File: src/rtl/lsu_mem_req.sv
// lsu_mem_req: load/store unit front-end in front of the NPC memory controller.
// It takes one core request at a time and checks alignment and size. Legal
// requests become one word-aligned, byte-masked access that holds mem_valid
// high for LATENCY cycles. Load data is lane-shifted and extended into
// resp_rdata. Illegal requests skip memory entirely and answer with resp_err.
//
// Ports:
//   clk, rst_n                 clock, asynchronous active-low reset
//   req_valid/req_ready        request handshake from the memory stage
//   req_wen, req_addr,         store flag, byte address, right-aligned store
//   req_wdata, req_size,       data, size (0 byte, 1 half, 2 word, 3 illegal),
//   req_unsigned               zero-extend loads
//   resp_valid/resp_ready      response handshake back to the core
//   resp_rdata, resp_err       extended load data (0 for stores/errors), error
//   mem_valid, mem_wen         access strobes to the memory controller
//   mem_raddr, mem_waddr       word-aligned access address
//   mem_wdata, mem_wmask       lane-shifted store data and byte mask
//   mem_rdata                  read data from the memory controller
module lsu_mem_req #(
    parameter int unsigned LATENCY = 1
) (
    input  logic        clk,
    input  logic        rst_n,
    input  logic        req_valid,
    output logic        req_ready,
    input  logic        req_wen,
    input  logic [31:0] req_addr,
    input  logic [31:0] req_wdata,
    input  logic [1:0]  req_size,
    input  logic        req_unsigned,
    output logic        resp_valid,
    input  logic        resp_ready,
    output logic [31:0] resp_rdata,
    output logic        resp_err,
    output logic        mem_valid,
    output logic        mem_wen,
    output logic [31:0] mem_raddr,
    output logic [31:0] mem_waddr,
    output logic [31:0] mem_wdata,
    output logic [7:0]  mem_wmask,
    input  logic [31:0] mem_rdata
);

    // state  | meaning
    // IDLE   | waiting for a request, req_ready high once out of reset
    // ACCESS | mem_valid high, counting down the memory latency
    // RESP   | response presented, waiting for resp_ready
    typedef enum logic [1:0] {
        IDLE   = 2'd0,
        ACCESS = 2'd1,
        RESP   = 2'd2
    } state_t;

    localparam logic [3:0] CNT_INIT = 4'(LATENCY - 1);

    state_t      state, state_nxt;
    logic [3:0]  cnt, cnt_nxt;
    logic        init_done;

    logic        wen_q;
    logic [1:0]  off_q;
    logic [1:0]  size_q;
    logic        uns_q;

    logic        accept;
    logic        legal;
    logic        sample;
    logic [3:0]  wmask_fmt;
    logic [31:0] wdata_fmt;
    logic [31:0] rdata_shift;
    logic [31:0] rdata_ext;

    always_comb begin
        case (req_size)
            2'd0:    legal = 1'b1;
            2'd1:    legal = ~req_addr[0];
            2'd2:    legal = (req_addr[1:0] == 2'b00);
            default: legal = 1'b0;
        endcase
    end

    always_comb begin
        case (req_size)
            2'd0:    wmask_fmt = 4'b0001 << req_addr[1:0];
            2'd1:    wmask_fmt = 4'b0011 << req_addr[1:0];
            default: wmask_fmt = 4'b1111;
        endcase
        wdata_fmt = req_wdata << {req_addr[1:0], 3'b000};
    end

    always_comb begin
        rdata_shift = mem_rdata >> {off_q, 3'b000};
        case (size_q)
            2'd0:    rdata_ext = {{24{rdata_shift[7] & ~uns_q}}, rdata_shift[7:0]};
            2'd1:    rdata_ext = {{16{rdata_shift[15] & ~uns_q}}, rdata_shift[15:0]};
            default: rdata_ext = mem_rdata;
        endcase
    end

    // init_done keeps req_ready low until the first edge after reset release.
    assign req_ready  = init_done && (state == IDLE);
    assign accept     = req_valid && req_ready;
    assign mem_valid  = (state == ACCESS);
    assign mem_wen    = (state == ACCESS) && wen_q;
    assign resp_valid = (state == RESP);
    assign sample     = (state == ACCESS) && (cnt == 4'd0);

    always_ff @(posedge clk or negedge rst_n) begin
        if (!rst_n) begin
            state     <= IDLE;
            cnt       <= 4'd0;
            init_done <= 1'b0;
        end else begin
            state     <= state_nxt;
            cnt       <= cnt_nxt;
            init_done <= 1'b1;
        end
    end

    always_comb begin
        state_nxt = state;
        cnt_nxt   = cnt;
        case (state)
            IDLE: begin
                if (accept) begin
                    if (legal) begin
                        state_nxt = ACCESS;
                        cnt_nxt   = CNT_INIT;
                    end else begin
                        state_nxt = RESP;
                    end
                end
            end
            ACCESS: begin
                if (cnt == 4'd0) begin
                    state_nxt = RESP;
                end else begin
                    cnt_nxt = cnt - 4'd1;
                end
            end
            RESP: begin
                if (resp_ready) begin
                    state_nxt = IDLE;
                end
            end
            default: state_nxt = IDLE;
        endcase
    end

    // Request fields and memory-side outputs. The mem_* buses only load on a
    // legal accept, so they keep their last values outside ACCESS.
    always_ff @(posedge clk or negedge rst_n) begin
        if (!rst_n) begin
            wen_q      <= 1'b0;
            off_q      <= 2'b00;
            size_q     <= 2'b00;
            uns_q      <= 1'b0;
            resp_rdata <= 32'd0;
            resp_err   <= 1'b0;
            mem_raddr  <= 32'd0;
            mem_waddr  <= 32'd0;
            mem_wdata  <= 32'd0;
            mem_wmask  <= 8'd0;
        end else begin
            if (accept) begin
                wen_q      <= req_wen;
                off_q      <= req_addr[1:0];
                size_q     <= req_size;
                uns_q      <= req_unsigned;
                resp_rdata <= 32'd0;
                resp_err   <= ~legal;
                if (legal) begin
                    mem_raddr <= {req_addr[31:2], 2'b00};
                    mem_waddr <= {req_addr[31:2], 2'b00};
                    mem_wdata <= wdata_fmt;
                    mem_wmask <= {4'b0000, wmask_fmt};
                end
            end else if (resp_valid && resp_ready) begin
                resp_err <= 1'b0;
            end
            if (sample && !wen_q) begin
                resp_rdata <= rdata_ext;
            end
        end
    end

endmodule

File: config.mk
export PLATFORM = sky130hd
export DESIGN_NAME = lsu_mem_req
export DESIGN_NICKNAME = d
export VERILOG_FILES = /design/src/rtl/lsu_mem_req.sv
export SDC_FILE = /design/constraint.sdc
export NUM_CORES = 1
export LEC_CHECK = 0
export BUFFER_PORTS_ARGS = -buffer_cell sky130_fd_sc_hd__clkbuf_2
export CORE_AREA = 10 10 124 183
export CTS_BUF_LIST = sky130_fd_sc_hd__clkbuf_16
export DETAILED_ROUTE_END_ITERATION = 8
export DIE_AREA = 0 0 134 193
export GPL_ROUTABILITY_DRIVEN = 0
export GPL_TIMING_DRIVEN = 0
export PLACE_DENSITY_LB_ADDON = 0.15
export SYNTH_ARGS = -nofsm -noshare
export SYNTH_HDL_FRONTEND = slang
export SYNTH_SLANG_ARGS = --single-unit
File: constraint.sdc
create_clock -name clk -period 2 [get_ports clk]
set_input_delay 0.6 -clock clk [delete_from_list [all_inputs] [get_ports clk]]
set_output_delay 0.6 -clock clk [all_outputs]
set_load 0.03 [all_outputs]
==> metrics.txt <==
# TYPE chip_impl_metric gauge
chip_impl_metric{name="layoutNonFillerInstCount",unit=""} 1080
chip_impl_metric{name="grt.total_usage",unit=""} 0.1548
chip_impl_metric{name="power_density",unit="nW/um^2"} 1670
chip_impl_metric{name="post-synth-top-area-fraction",unit=""} 0.4887
chip_impl_info{name="crit_chain",value="nand2b_4, inv_4, buf_12, clkbuf_4"} 1
chip_impl_metric{name="fin_skew",unit="ns"} 0.01283
chip_impl_metric{name="design.portCount",unit=""} 245
chip_impl_metric{name="number_of_enable_flip_flop_cells_after_synthesis",unit=""} 0
chip_impl_metric{name="slowest_delay",unit="ns"} 0.44
chip_impl_info{name="status",value="completed"} 1
chip_impl_metric{name="n_antenna_cell",unit=""} 0
chip_impl_info{name="clock-root-buffer",value="sky130_fd_sc_hd__clkbuf_16"} 1
chip_impl_metric{name="place.detailed.instances",unit=""} 1052
chip_impl_metric{name="drc",unit=""} 0
chip_impl_info{name="ys.flop_type",value="sky130_fd_sc_hd__dfrtp_1"} 1
chip_impl_metric{name="drtIter0Drc",unit=""} 204
chip_impl_metric{name="syn2layout_area_growth",unit="%"} 35.45
chip_impl_metric{name="cts.sinks",unit=""} 112
chip_impl_metric{name="timing.reg2reg.worst_path_depth",unit=""} 7
chip_impl_info{name="worst-setup-path-type",value="reg -> out"} 1
chip_impl_metric{name="critPathMaxFanout",unit=""} 6
chip_impl_metric{name="worst_ep_arrival_time",unit="ns"} 1.33
chip_impl_metric{name="synthesis.instances",unit=""} 549
chip_impl_metric{name="die_boundary_width",unit="um"} 134
chip_impl_metric{name="count_of_endpoints_failing_setup_in_the_final_report",unit=""} 0
chip_impl_metric{name="maximum_achievable_frequency",unit="MHz"} 519.4
chip_impl_metric{name="globalRoute.totalOverflow",unit=""} 0
chip_impl_metric{name="power.ir.vdd_worst",unit="uV"} 880.2
chip_impl_metric{name="final_antenna_net_count",unit=""} 0
chip_impl_metric{name="design.final.nets",unit=""} 921
chip_impl_info{name="yosysTopAreaCell",value="sky130_fd_sc_hd__dfrtp_1"} 1
chip_impl_metric{name="antenna_found_initial",unit=""} 0
chip_impl_metric{name="layout-drive-gt1-share",unit=""} 0.4732
chip_impl_metric{name="grt_pass1_vias",unit=""} 5447
chip_impl_metric{name="ff2ff_setup_slack",unit="ns"} 0.09
chip_impl_info{name="crit_path_top_delay_cell",value="sky130_fd_sc_hd__dfrtp_2"} 1
chip_impl_metric{name="post_drt_via_cell_ratio",unit=""} 4.658
chip_impl_metric{name="synth_area",unit="um^2"} 5736
chip_impl_metric{name="design.core.area",unit="um^2"} 19470
chip_impl_metric{name="cts_buffers",unit=""} 9
chip_impl_metric{name="synth-seq-area-share",unit=""} 0.4887
chip_impl_metric{name="routed_wl",unit="um"} 20710
chip_impl_metric{name="detail_route.wl_per_cell",unit="um"} 19.18
chip_impl_metric{name="layout_worst_path_cycle_share",unit=""} 0.9627
chip_impl_metric{name="vias",unit=""} 5031
chip_impl_info{name="holdCritPathClass",value="in -> async"} 1
chip_impl_info{name="tritoncts",value="yes"} 1
chip_impl_info{name="worst_r2r_endpoint",value="resp_rdata[24]"} 1
chip_impl_metric{name="ctsLongestPathBuffers",unit=""} 2
chip_impl_metric{name="grt_start_max_net_pins",unit=""} 86
chip_impl_metric{name="synth-warning-count",unit=""} 0
chip_impl_metric{name="synth.ff_latch_count",unit=""} 112
chip_impl_metric{name="die_y",unit="um"} 193
chip_impl_metric{name="fin_tns_setup",unit="ns"} 0
chip_impl_metric{name="post_route_core_utilization",unit=""} 0.3990
chip_impl_metric{name="timing_max_transition_violations_final",unit=""} 0
chip_impl_metric{name="syn_area_per_cell",unit="um^2"} 10.45
chip_impl_metric{name="clock_insertion_delay_worst_skew",unit="ns"} 0.36
chip_impl_info{name="critical_path.startpoint_type",value="flop"} 1
chip_impl_metric{name="grt_pass1_wl",unit="um"} 31350
chip_impl_info{name="synth_top_cells_by_count",value="112 x sky130_fd_sc_hd__dfrtp_1, 78 x sky130_fd_sc_hd__nand2_1, 46 x sky130_fd_sc_hd__mux2_2"} 1
chip_impl_info{name="post_synth_main_area_contributors",value="sky130_fd_sc_hd__dfrtp_1 49%, sky130_fd_sc_hd__mux2_2 9.0%, sky130_fd_sc_hd__buf_4 5.2%"} 1
chip_impl_metric{name="finish.instance_area",unit="um^2"} 7769
chip_impl_metric{name="floorplan.rows",unit=""} 63
chip_impl_info{name="yosysMostFrequentCell",value="sky130_fd_sc_hd__dfrtp_1"} 1
chip_impl_info{name="setup.worst_path.end_class",value="output pin"} 1
chip_impl_metric{name="clk_transition_reported_paths",unit="ns"} 0.08
chip_impl_metric{name="final_hpwl_from_detailed_placement",unit="um"} 16350
chip_impl_metric{name="placed_area",unit="um^2"} 7300
chip_impl_metric{name="htree_num_levels",unit=""} 3
chip_impl_metric{name="tightest_slew",unit="ns"} 0.6465
chip_impl_metric{name="floorplan.initialDensity",unit=""} 0.2946
chip_impl_metric{name="cts-hold-fix-buffers",unit=""} 0
chip_impl_metric{name="dieArea",unit="um^2"} 25860
chip_impl_metric{name="layout_min_cycle_time",unit="ns"} 1.925
chip_impl_info{name="unrepaired_setup_endpoints_after_global_routing",value="true"} 1
chip_impl_metric{name="finalHoldViolCount",unit=""} 0
chip_impl_metric{name="power.leakage",unit="nW"} 4.020
chip_impl_metric{name="port_buffers",unit=""} 235
chip_impl_metric{name="cp_data_required_time",unit="ns"} 1.40
chip_impl_metric{name="slew_headroom",unit=""} 0.5690
chip_impl_metric{name="totalPowerFinal",unit="mW"} 12.97
chip_impl_metric{name="first_pass_iters",unit=""} 4
chip_impl_metric{name="synth_cell_type_count",unit=""} 51
chip_impl_info{name="critical_path.reg2reg.startpoint",value="cnt[1]"} 1
chip_impl_metric{name="maxCapViolations",unit=""} 0
chip_impl_metric{name="async_reset_ff_frac",unit=""} 1.000
-- worst max path at each step --
stage / slack, ns / from / to / cells past startpoint
CTS: -0.0004 / state[0] / mem_raddr[30] / 5
floorplan: 0.03 / req_addr[0] / mem_raddr[24] / 8
global placement: -1.61 / rst_n / mem_raddr[25] / 1
global route: -0.05 / state[0] / resp_valid / 2
detailed placement: -0.31 / req_addr[0] / mem_raddr[24] / 8
finish: 0.07 / state[1] / mem_valid / 4
-- flip-flops by register name, summed over array words and instances (netlist names) --
name	cells
wen_q	1
init_done	1
state	2
resp_err	1
mem_wmask	4
size_q	2
mem_raddr	30
cnt	4
resp_rdata	32
off_q	2
mem_wdata	32
uns_q	1
-- critical path: cells and delay by family, from the launching register on --
kind                   cells  cell delay (ns)
buffers and inverters      3             0.36
DFF                        1             0.44
and+or+nand+nor            1             0.17
-- where the power goes --
part / switching [mW] / internal (mW)
Clock: 0.925 / 0.988
Combinational: 4.60 / 2.49
Sequential: 0.714 / 3.25
Total: 6.24 / 6.73
-- cells in the final DEF (no fill, tap or decap), drive strengths merged, types with 7 or more instances in the layout --
| cell type | netlist | routed |
|---|---|---|
| a211o | 7 | 7 |
| mux2 | 47 | 47 |
| o31ai | 8 | 8 |
| a21oi | 20 | 20 |
| o21ai | 42 | 42 |
| a32oi | 7 | 7 |
| conb | 2 | 9 |
| nor2 | 11 | 11 |
| nand2 | 78 | 78 |
| clkbuf | 22 | 264 |
| buf | 57 | 72 |
| inv | 8 | 11 |
| dfrtp | 112 | 112 |
| a211oi | 9 | 9 |
| a22oi | 16 | 16 |
| nor2b | 17 | 17 |
| mux2i | 26 | 26 |
-- through the flow --
step / worst slack [ns] / hold WS, ns
2_1_floorplan: 0.03195 / 0.3044
3_3_place_gp: -1.605 / 0.4502
3_5_place_dp: -0.3116 / 0.4559
4_1_cts: -0.0004126 / 0.1148
5_1_grt: -0.05204 / 0.1222
6_report: 0.07458 / 0.1250
-- kinds of logic after synthesis --
group	synth area share
DFF	0.4887
muxes	0.1377
xor gates and xnor gates	0.004582
and+or+nand+nor	0.1137
buffers and inverters	0.09140
AOI/OAI and AO/OA	0.1584
adders and majority gates	0.004362
other	0.001309
-- final cells by class --
class                      instances  area, um^2
clock buffer                       9       225.2
buffer                            78       504.2
multi-input combinational        357        2467
clock inverter                     7       77.57
timing repair buffer             249        1333
tap                              260       325.3
sequential                       112        2804
fill                            2042       11700
inverter                           8       32.53
-- routing by layer --
metal / wire, um / part of all wire / track usage / vias up
met5: 0 / 0 / 0 / -
met4: 441 / 0.021 / 0.05332 / 0
met3: 1551 / 0.075 / 0.05679 / 26
met2: 10660 / 0.51 / 0.2760 / 180
met1: 8057 / 0.39 / 0.1654 / 2390
li1: - / - / - / 2435
-- what timing repair did --
action	4_1_cts	5_1_grt
endpoints found under the setup margin	35	74
buffers inserted	5	7
cloned	0	1
resized for setup	14	21
hold endpoints to repair	0	0
pin swaps	3	2
(Power assumes the default switching activity.)
